File: src/rtl/sap1_datapath.sv
// sap1_datapath: executing half of a SAP-1 CPU. Takes the 12-bit control word from the
// sequencer and holds PC, MAR, a 16x8 RAM, IR, A, B and the adder/subtractor around one
// shared bus. A program-load port fills RAM while in reset or halted.
//
// Optional build macro: SAP1_FLAGS_EN adds zero/carry flag registers updated on
// ADDER_EN|A_LOAD. Without it zero_flag and carry_flag are tied to 0.
//
// Ports:
//   clk, rst      clock (rising edge), synchronous active-high reset
//   ctrl[11:0]    HLT, PC_INC, PC_EN, MEM_LOAD, MEM_EN, IR_LOAD, IR_EN, A_LOAD, A_EN,
//                 B_LOAD, ADDER_SUB, ADDER_EN (bit 11 down to bit 0)
//   prog_we/addr/data   RAM program write port (only honoured in reset or halted)
//   opcode        IR upper nibble to the sequencer
//   bus           current bus value (combinational)
//   a_out, pc_out A register and program counter
//   halted        HLT latched
//   bus_conflict  registered: more than one bus driver was enabled last cycle
//   zero_flag, carry_flag   adder flags (see macro above)
module sap1_datapath #(
    parameter int unsigned DATA_W = 8,
    parameter int unsigned ADDR_W = 4
) (
    input  logic              clk,
    input  logic              rst,
    input  logic [11:0]       ctrl,
    input  logic              prog_we,
    input  logic [ADDR_W-1:0] prog_addr,
    input  logic [DATA_W-1:0] prog_data,
    output logic [3:0]        opcode,
    output logic [DATA_W-1:0] bus,
    output logic [DATA_W-1:0] a_out,
    output logic [ADDR_W-1:0] pc_out,
    output logic              halted,
    output logic              bus_conflict,
    output logic              zero_flag,
    output logic              carry_flag
);

    localparam int unsigned Depth = 2 ** ADDR_W;
    localparam logic [DATA_W:0] AddOne = 1;
    localparam logic [ADDR_W-1:0] PcOne = 1;

    logic hlt, pc_inc, pc_en, mem_load, mem_en, ir_load, ir_en;
    logic a_load, a_en, b_load, adder_sub, adder_en;

    assign hlt       = ctrl[11];
    assign pc_inc    = ctrl[10];
    assign pc_en     = ctrl[9];
    assign mem_load  = ctrl[8];
    assign mem_en    = ctrl[7];
    assign ir_load   = ctrl[6];
    assign ir_en     = ctrl[5];
    assign a_load    = ctrl[4];
    assign a_en      = ctrl[3];
    assign b_load    = ctrl[2];
    assign adder_sub = ctrl[1];
    assign adder_en  = ctrl[0];

    logic [ADDR_W-1:0] pc, mar;
    logic [DATA_W-1:0] ir, a, b;
    logic [DATA_W-1:0] ram [Depth];

    logic [DATA_W:0]   adder_full;
    logic [DATA_W-1:0] sum;
    logic              carry;
    logic              conflict;

    // Subtract is a + ~b + 1, so carry = 1 means no borrow.
    always_comb begin
        adder_full = '0;
        if (adder_sub) begin
            adder_full = {1'b0, a} + {1'b0, ~b} + AddOne;
        end else begin
            adder_full = {1'b0, a} + {1'b0, b};
        end
    end

    assign sum   = adder_full[DATA_W-1:0];
    assign carry = adder_full[DATA_W];

    // Fixed priority ADDER > A > IR > MEM > PC; undriven bus reads 0.
    always_comb begin
        bus = '0;
        if (adder_en) begin
            bus = sum;
        end else if (a_en) begin
            bus = a;
        end else if (ir_en) begin
            bus = {{(DATA_W-ADDR_W){1'b0}}, ir[ADDR_W-1:0]};
        end else if (mem_en) begin
            bus = ram[mar];
        end else if (pc_en) begin
            bus = {{(DATA_W-ADDR_W){1'b0}}, pc};
        end
    end

    assign conflict = $countones({adder_en, a_en, ir_en, mem_en, pc_en}) > 1;

    always_ff @(posedge clk) begin
        if (rst) begin
            pc           <= '0;
            mar          <= '0;
            ir           <= '0;
            a            <= '0;
            b            <= '0;
            halted       <= 1'b0;
            bus_conflict <= 1'b0;
        end else begin
            // Conflict tracking runs even when halted.
            bus_conflict <= conflict;
            if (!halted) begin
                if (mem_load) mar <= bus[ADDR_W-1:0];
                if (ir_load)  ir  <= bus;
                if (a_load)   a   <= bus;
                if (b_load)   b   <= bus;
                if (pc_inc)   pc  <= pc + PcOne;
                if (hlt)      halted <= 1'b1;
            end
        end
    end

    // RAM is never cleared; it may only be written while the datapath is stopped.
    always_ff @(posedge clk) begin
        if (prog_we && (rst || halted)) begin
            ram[prog_addr] <= prog_data;
        end
    end

`ifdef SAP1_FLAGS_EN
    logic zero_q, carry_q;

    always_ff @(posedge clk) begin
        if (rst) begin
            zero_q  <= 1'b0;
            carry_q <= 1'b0;
        end else if (!halted && a_load && adder_en) begin
            zero_q  <= (sum == '0);
            carry_q <= carry;
        end
    end

    assign zero_flag  = zero_q;
    assign carry_flag = carry_q;
`else
    logic unused_carry;
    assign unused_carry = carry;
    assign zero_flag    = 1'b0;
    assign carry_flag   = 1'b0;
`endif

    assign opcode = ir[DATA_W-1 -: 4];
    assign a_out  = a;
    assign pc_out = pc;

endmodule

File: config.mk
export PLATFORM = sky130hd
export DESIGN_NAME = sap1_datapath
export DESIGN_NICKNAME = d
export VERILOG_FILES = /design/src/rtl/sap1_datapath.sv
export SDC_FILE = /design/constraint.sdc
export NUM_CORES = 1
export LEC_CHECK = 0
export CAP_MARGIN = 10
export CORE_AREA = 2 2 116 118
export DETAILED_ROUTE_END_ITERATION = 8
export DIE_AREA = 0 0 118 120
export HOLD_SLACK_MARGIN = 0.12
export PLACE_DENSITY_LB_ADDON = 0.1
export SLEW_MARGIN = 20
export SYNTH_ARGS = -nofsm -noshare
export SYNTH_HDL_FRONTEND = slang
export SYNTH_SLANG_ARGS = --single-unit
File: constraint.sdc
create_clock -name clk -period 2.68 [get_ports clk]
set_input_delay 0.402 -clock clk [delete_from_list [all_inputs] [get_ports clk]]
set_output_delay 0.402 -clock clk [all_outputs]
set_load 0.02 [all_outputs]
# Yosys cells after proc, flatten, opt, wreduce, memory -nomap -nowiden
# Memory sizes are Yosys's and may differ from the RTL's. A register that Yosys moved wholly into a read port is not among the register bits.
# Cells that the tools add are included.
op_classes:
  addsub: 8
  magnitude_cmp: 1
  muxes: 12
  n_bitwise: 2
  reduce_logical: 7
op_table:
  columns: ["cell", "count"]
  rows:
  - ["$mux W8", 5]
  - ["$add A8 B8 Y8", 2]
  - ["$mux W4", 3]
  - ["$reduce_and A2 Y1", 5]
  - ["$add A8 B1 Y8 const B", 1]
  - ["$not A8 Y8", 1]
  - ["$add A1 B1 Y2", 2]
  - ["$add A3 B1 Y4", 1]
  - ["$add A4 B1 Y4 const B", 1]
  - ["$gt A4 B1 Y1 const B", 1]
  - ["$mux W1", 4]
  - ["$add A2 B2 Y3", 1]
  - ["$logic_and A1 B1 Y1", 1]
  - ["$logic_or A1 B1 Y1", 1]
  - ["$not A1 Y1", 1]
word_totals:
  register_bits: 34
  ramBits: 128
  inputBits: 27
  out_inout_bits: 28
  elab_cells: 38
  mem_count: 1
memory_table:
  columns: ["memory", "words", "width", "rd", "rd_ports_with_merged_regs", "write_ports", "line", "text"]
  rows:
  - ["ram", 16, 8, 1, 1, 1, "61", "logic [DATA_W-1:0] ram [Depth];"]

# Depth between registers and ports, before layout
logic_depth:
  ltp_word: 7
  depth_mapped: 8
  depth_no_buf: 8

# Worst setup path after synthesis
# No wires, ideal clock.
synth_path:
  kind: "flip-flop to output port"
  start: "register a[0] (netlist: a_out[0])"
  end: "output port bus[6]"
  arrival_time_ps: 2301
  t_required_ps: 2278
  setup_slack_ps: -23
  path_stages_with_launch: 9
  path_buffers: 0
  path_cell_list: "dfxtp_1 > ha_1 > inv_1 > fa_1 > o21bai_1 > a21oi_1 > o311ai_0 > a21oi_1 > nor3_1"
synth_via:
  elab_chain_cells: 4
  word_cells_on_any_way: 5
  classes_between: "add/sub (3); mux (2)"
synth_lines:
  columns: ["element", "line", "text"]
  rows:
  - ["start: declaration", "60", "logic [DATA_W-1:0] ir, a, b;"]
  - ["start signal: assignment", "114", "if (a_load) a <= bus;"]
  - ["$add A8 B8 Y8", "72", "adder_full = {1'b0, a} + {1'b0, ~b} + AddOne;"]
  - ["$add A8 B1 Y8", "72", null]
  - ["$mux W8 *", "71", "if (adder_sub) begin"]
  - ["$mux W8 *", "84", "if (adder_en) begin"]
  - ["end: declaration", "30", "output logic [DATA_W-1:0] bus,"]
# Mark *: on every way between the ends. The rest lies on a longest branch, timed or not.

# Final worst setup path
layout_path:
  start: "register b[0]"
  end: "output port bus[6]"
layout_via:
  elab_chain_cells: 5
  word_cells_on_any_way: 6
  classes_between: "add/sub (3); mux (2); bitwise (1)"
layout_lines:
  columns: ["element", "line", "text"]
  rows:
  - ["start: declaration", "60", null]
  - ["start signal: assignment", "115", "if (b_load) b <= bus;"]
  - ["$not A8 Y8", "72", null]
  - ["$add A8 B8 Y8", "72", null]
  - ["$add A8 B1 Y8", "72", null]
  - ["$mux W8 *", "71", null]
  - ["$mux W8 *", "84", null]
# Marked as above.

==> impl_metrics.env <==
export IMPL_status="finished with violations"
export IMPL_violations="negative setup slack"
export IMPL_ant_nets=0
export IMPL_synth_avg_cell_area_sq_um=14.1
export IMPL_vdd_ir_drop_max_mv=0.511
export IMPL_die_w_um=118
export IMPL_max_stage_delay_ns=0.36
export IMPL_met3_length_mm=1.02
export IMPL_nets=741
export IMPL_min_period_ns=2.83
export IMPL_critPathSlowestCell="fa_2"
export IMPL_ys_warn_count=0
export IMPL_wl_met2_mm=9.46
export IMPL_first_global_vias=5239
export IMPL_crit_fanout=2
export IMPL_comb_power_share_pct=18.1
export IMPL_swShare_pct=25.7
export IMPL_core_area_sq_um=13000
export IMPL_m1WireLength_mm=7.56
export IMPL_yosysTopAreaCell="edfxtp_1"
export IMPL_async_reset_ff_share_pct=0
export IMPL_fin_crit_sh_pct=105
export IMPL_path_class="register to output port"
export IMPL_post_dp_hpwl_mm=12.3
export IMPL_synth_edff_count=128
export IMPL_gp_congestion=0.895
export IMPL_synth_cells=535
export IMPL_slew_headroom_pct=59.0
export IMPL_final_layout_size_suffix_gt1_share_pct=34.5
export IMPL_rsz0062_at_grt="true"
export IMPL_synth_mux_area_fraction_pct=10.5
export IMPL_dr_total_vias=5201
export IMPL_routed_wl_mm=18.6
export IMPL_tightest_slew_ns=0.613
export IMPL_synth_top_area_share_pct=51.1
export IMPL_synth_simple_gate_area_share_pct=10.2
export IMPL_hold_path_class="register to register"
export IMPL_cts_htree_levels=4
export IMPL_cts_root_buf="clkbuf_16"
export IMPL_synth_area_leaders="edfxtp_1, dfxtp_1, mux4_2, mux2i_1, ha_1"
export IMPL_hold_violations=0
export IMPL_clk_pin_slew_ns=0.07
export IMPL_path_cells="ha_4 > inv_2 > fa_2 > o21bai_4 > a21oi_2 > o311ai_1 > buf_4 > and4b_1 > nor3_2 > buf_4"
export IMPL_crit_path_end_kind="output port"
export IMPL_cts_tree="built"
export IMPL_fmax_mhz=354
export IMPL_synth_seq_area_share_pct=61.3
export IMPL_p_per_area_nw_per_um2=647
export IMPL_finalSetupViolations=8
export IMPL_ys_seq_elements=166
export IMPL_grt_usage_pct=27.0
export IMPL_area_growth_pct=33.5
export IMPL_grt_max_degree=39
export IMPL_cp_required_ns=2.28
export IMPL_synthAdderAreaFrac_pct=3.63
export IMPL_synth_xor_area_share_pct=0.699
export IMPL_ios=55
export IMPL_seq_power_share_pct=44.4
export IMPL_initial_core_util_pct=57.9
export IMPL_fp_dieH_um=120
export IMPL_n_antenna_cell=0
export IMPL_cts_hold_buf=0
export IMPL_synth_compound_area_share_pct=10.0
export IMPL_drv_cap=0
export IMPL_syn_area_sq_um=7520
export IMPL_cp_arrival_ns=2.42
export IMPL_power_leakage_uw=0.00359
export IMPL_overflow=0
export IMPL_layout_setup_ws_ns=-0.147
export IMPL_worstSkewPairLatency_ns=0.43
export IMPL_cellInternalPower_uw=4820
export IMPL_drtIter0Drc=429
export IMPL_cts_sinks=166
export IMPL_antenna_found_initial=0
export IMPL_drc=0
export IMPL_p_switching_uw=1670
export IMPL_synth_top_family_by_area="multiplexers"
export IMPL_drt_pass1_iterations=5
export IMPL_clk_path_buf_depth=2
export IMPL_cp_start_kind="register"
export IMPL_synth_ff_type="edfxtp_1"
export IMPL_post_drt_wl_per_cell_um=21.0
export IMPL_num_rows=42
export IMPL_cts_buffers=17
export IMPL_crit_path_frequent_cell="buf_4"
export IMPL_fill_cells=820
export IMPL_grt_pass1_wl_mm=28.6
export IMPL_io_buffers=52
export IMPL_fin_skew_ns=0.0111
export IMPL_vias_per_cell=5.89
export IMPL_clkPwrFrac_pct=37.5
export IMPL_die_area_sq_um=14200
export IMPL_yosys_cell_types_count=69
export IMPL_fin_util_pct=77.3
export IMPL_drv_slew=0
export IMPL_top_layer="met4"
export IMPL_fin_hold_ws_ns=0.492
==> registers in the layout, indices dropped and copies added, names as in the netlist, named ones only <==
signal	count
pc_out	4
bus_conflict	1
ram	128
b	8
mar	4
a_out	8
halted	1
ir	8
==> metal layers <==
layer | GRT usage [%] | vias up
li1 | - | 2384
met1 | 33.9 | 2575
met4 | 11.3 | 0
met5 | 0 | -
met3 | 6.18 | 44
met2 | 45.6 | 198
==> area by class of cell <==
type,count,area (sq um),area share (%)
flip-flops and latches,166,4620,46.0
multi-input cells,319,2980,29.7
repair buffers,169,1550,15.5
clock buffers,18,429,4.28
well taps,176,220,2.19
clock inverters,14,160,1.60
inverters,21,81.3,0.811
==> cells in the final DEF, fill, tap and decap left out, drive strengths merged, types with 6 or more instances in the layout <==
cell type and instances:
edfxtp 128, buf 125, nor2 49, clkdlybuf4s50 44, dfxtp 38, inv 28
nand2 25, mux2i 25, mux4 22, clkbuf 18, a211oi 18, ha 17
nor2b 15, nand2b 14, a21oi 13, nor3 12, o41ai 9, nand3b 8
o21ai 8, a311oi 6, a2111oi 6
==> repair_timing <==
| action | in CTS | in global routing |
|---|---|---|
| setup endpoints to repair | 8 | 8 |
| setup buffers | 12 | 4 |
| gates cloned | 2 | 0 |
| pin swaps | 24 | 21 |
| gates resized for setup | 98 | 23 |
==> metrics by stage <==
stage | power [uW] | std cells | cell area, sq um | TNS, ns | setup WS, ns
final | 6490 | 883 | 10000 | -0.781 | -0.147
after global routing | 6710 | 883 | 10000 | -1.36 | -0.229
after CTS | 6440 | 879 | 9880 | -0.982 | -0.236
after detailed placement | 3910 | 833 | 8880 | -2.35 | -0.386
after global placement | 3890 | 833 | 8880 | -2.21 | -0.363
after floorplan | 3460 | 536 | 7530 | 0 | 0.0243
==> path summary, 6_finish.rpt <==
path         startpoint  endpoint  slack [ns]  cells past startpoint
max reg2reg    register  register        0.14                     10
min               ir[6]     ir[6]        0.49                      2
max                b[0]    bus[6]       -0.15                     10
min reg2reg       ir[6]     ir[6]        0.49                      2
==> power by group through the flow <==
stage	logic [uW]	clock network, uW	registers (uW)
floorplan	520	0	2940
CTS	1110	2450	2880
finish	1180	2430	2880
global placement	967	0	2930
global route	1260	2570	2890
detailed placement	984	0	2930
==> cell usage after synthesis, drive strengths merged, types with 12 or more instances <==
cell and number:
nand2 25, dfxtp 38, nor3 12, a211oi 18, ha 17, a21oi 13, nor2b 15, mux2i 25
buf 21, mux4 22, nor2 49, nand2b 14, edfxtp 128, inv 20
==> cell families (layout without fill, tap and decap cells) <==
logic type,after synthesis,count (layout)
AO/OA/AOI/OAI,91,91
XOR/XNOR,6,6
adder cells (fa/ha/maj),20,20
buffers and inverters,51,222
flip-flops,166,166
multiplexers,51,51
other,1,2
AND/OR/NAND/NOR,149,149
==> critical path: cells and delay by family, from the launching register on <==
kind,cells,cell delay (ns)
adders and majority gates,2,0.51
DFF,1,0.35
AOI/OAI and AO/OA,3,0.47
and+or+nand+nor,2,0.29
buffers and inverters,3,0.37
(Power assumes the default switching activity.)
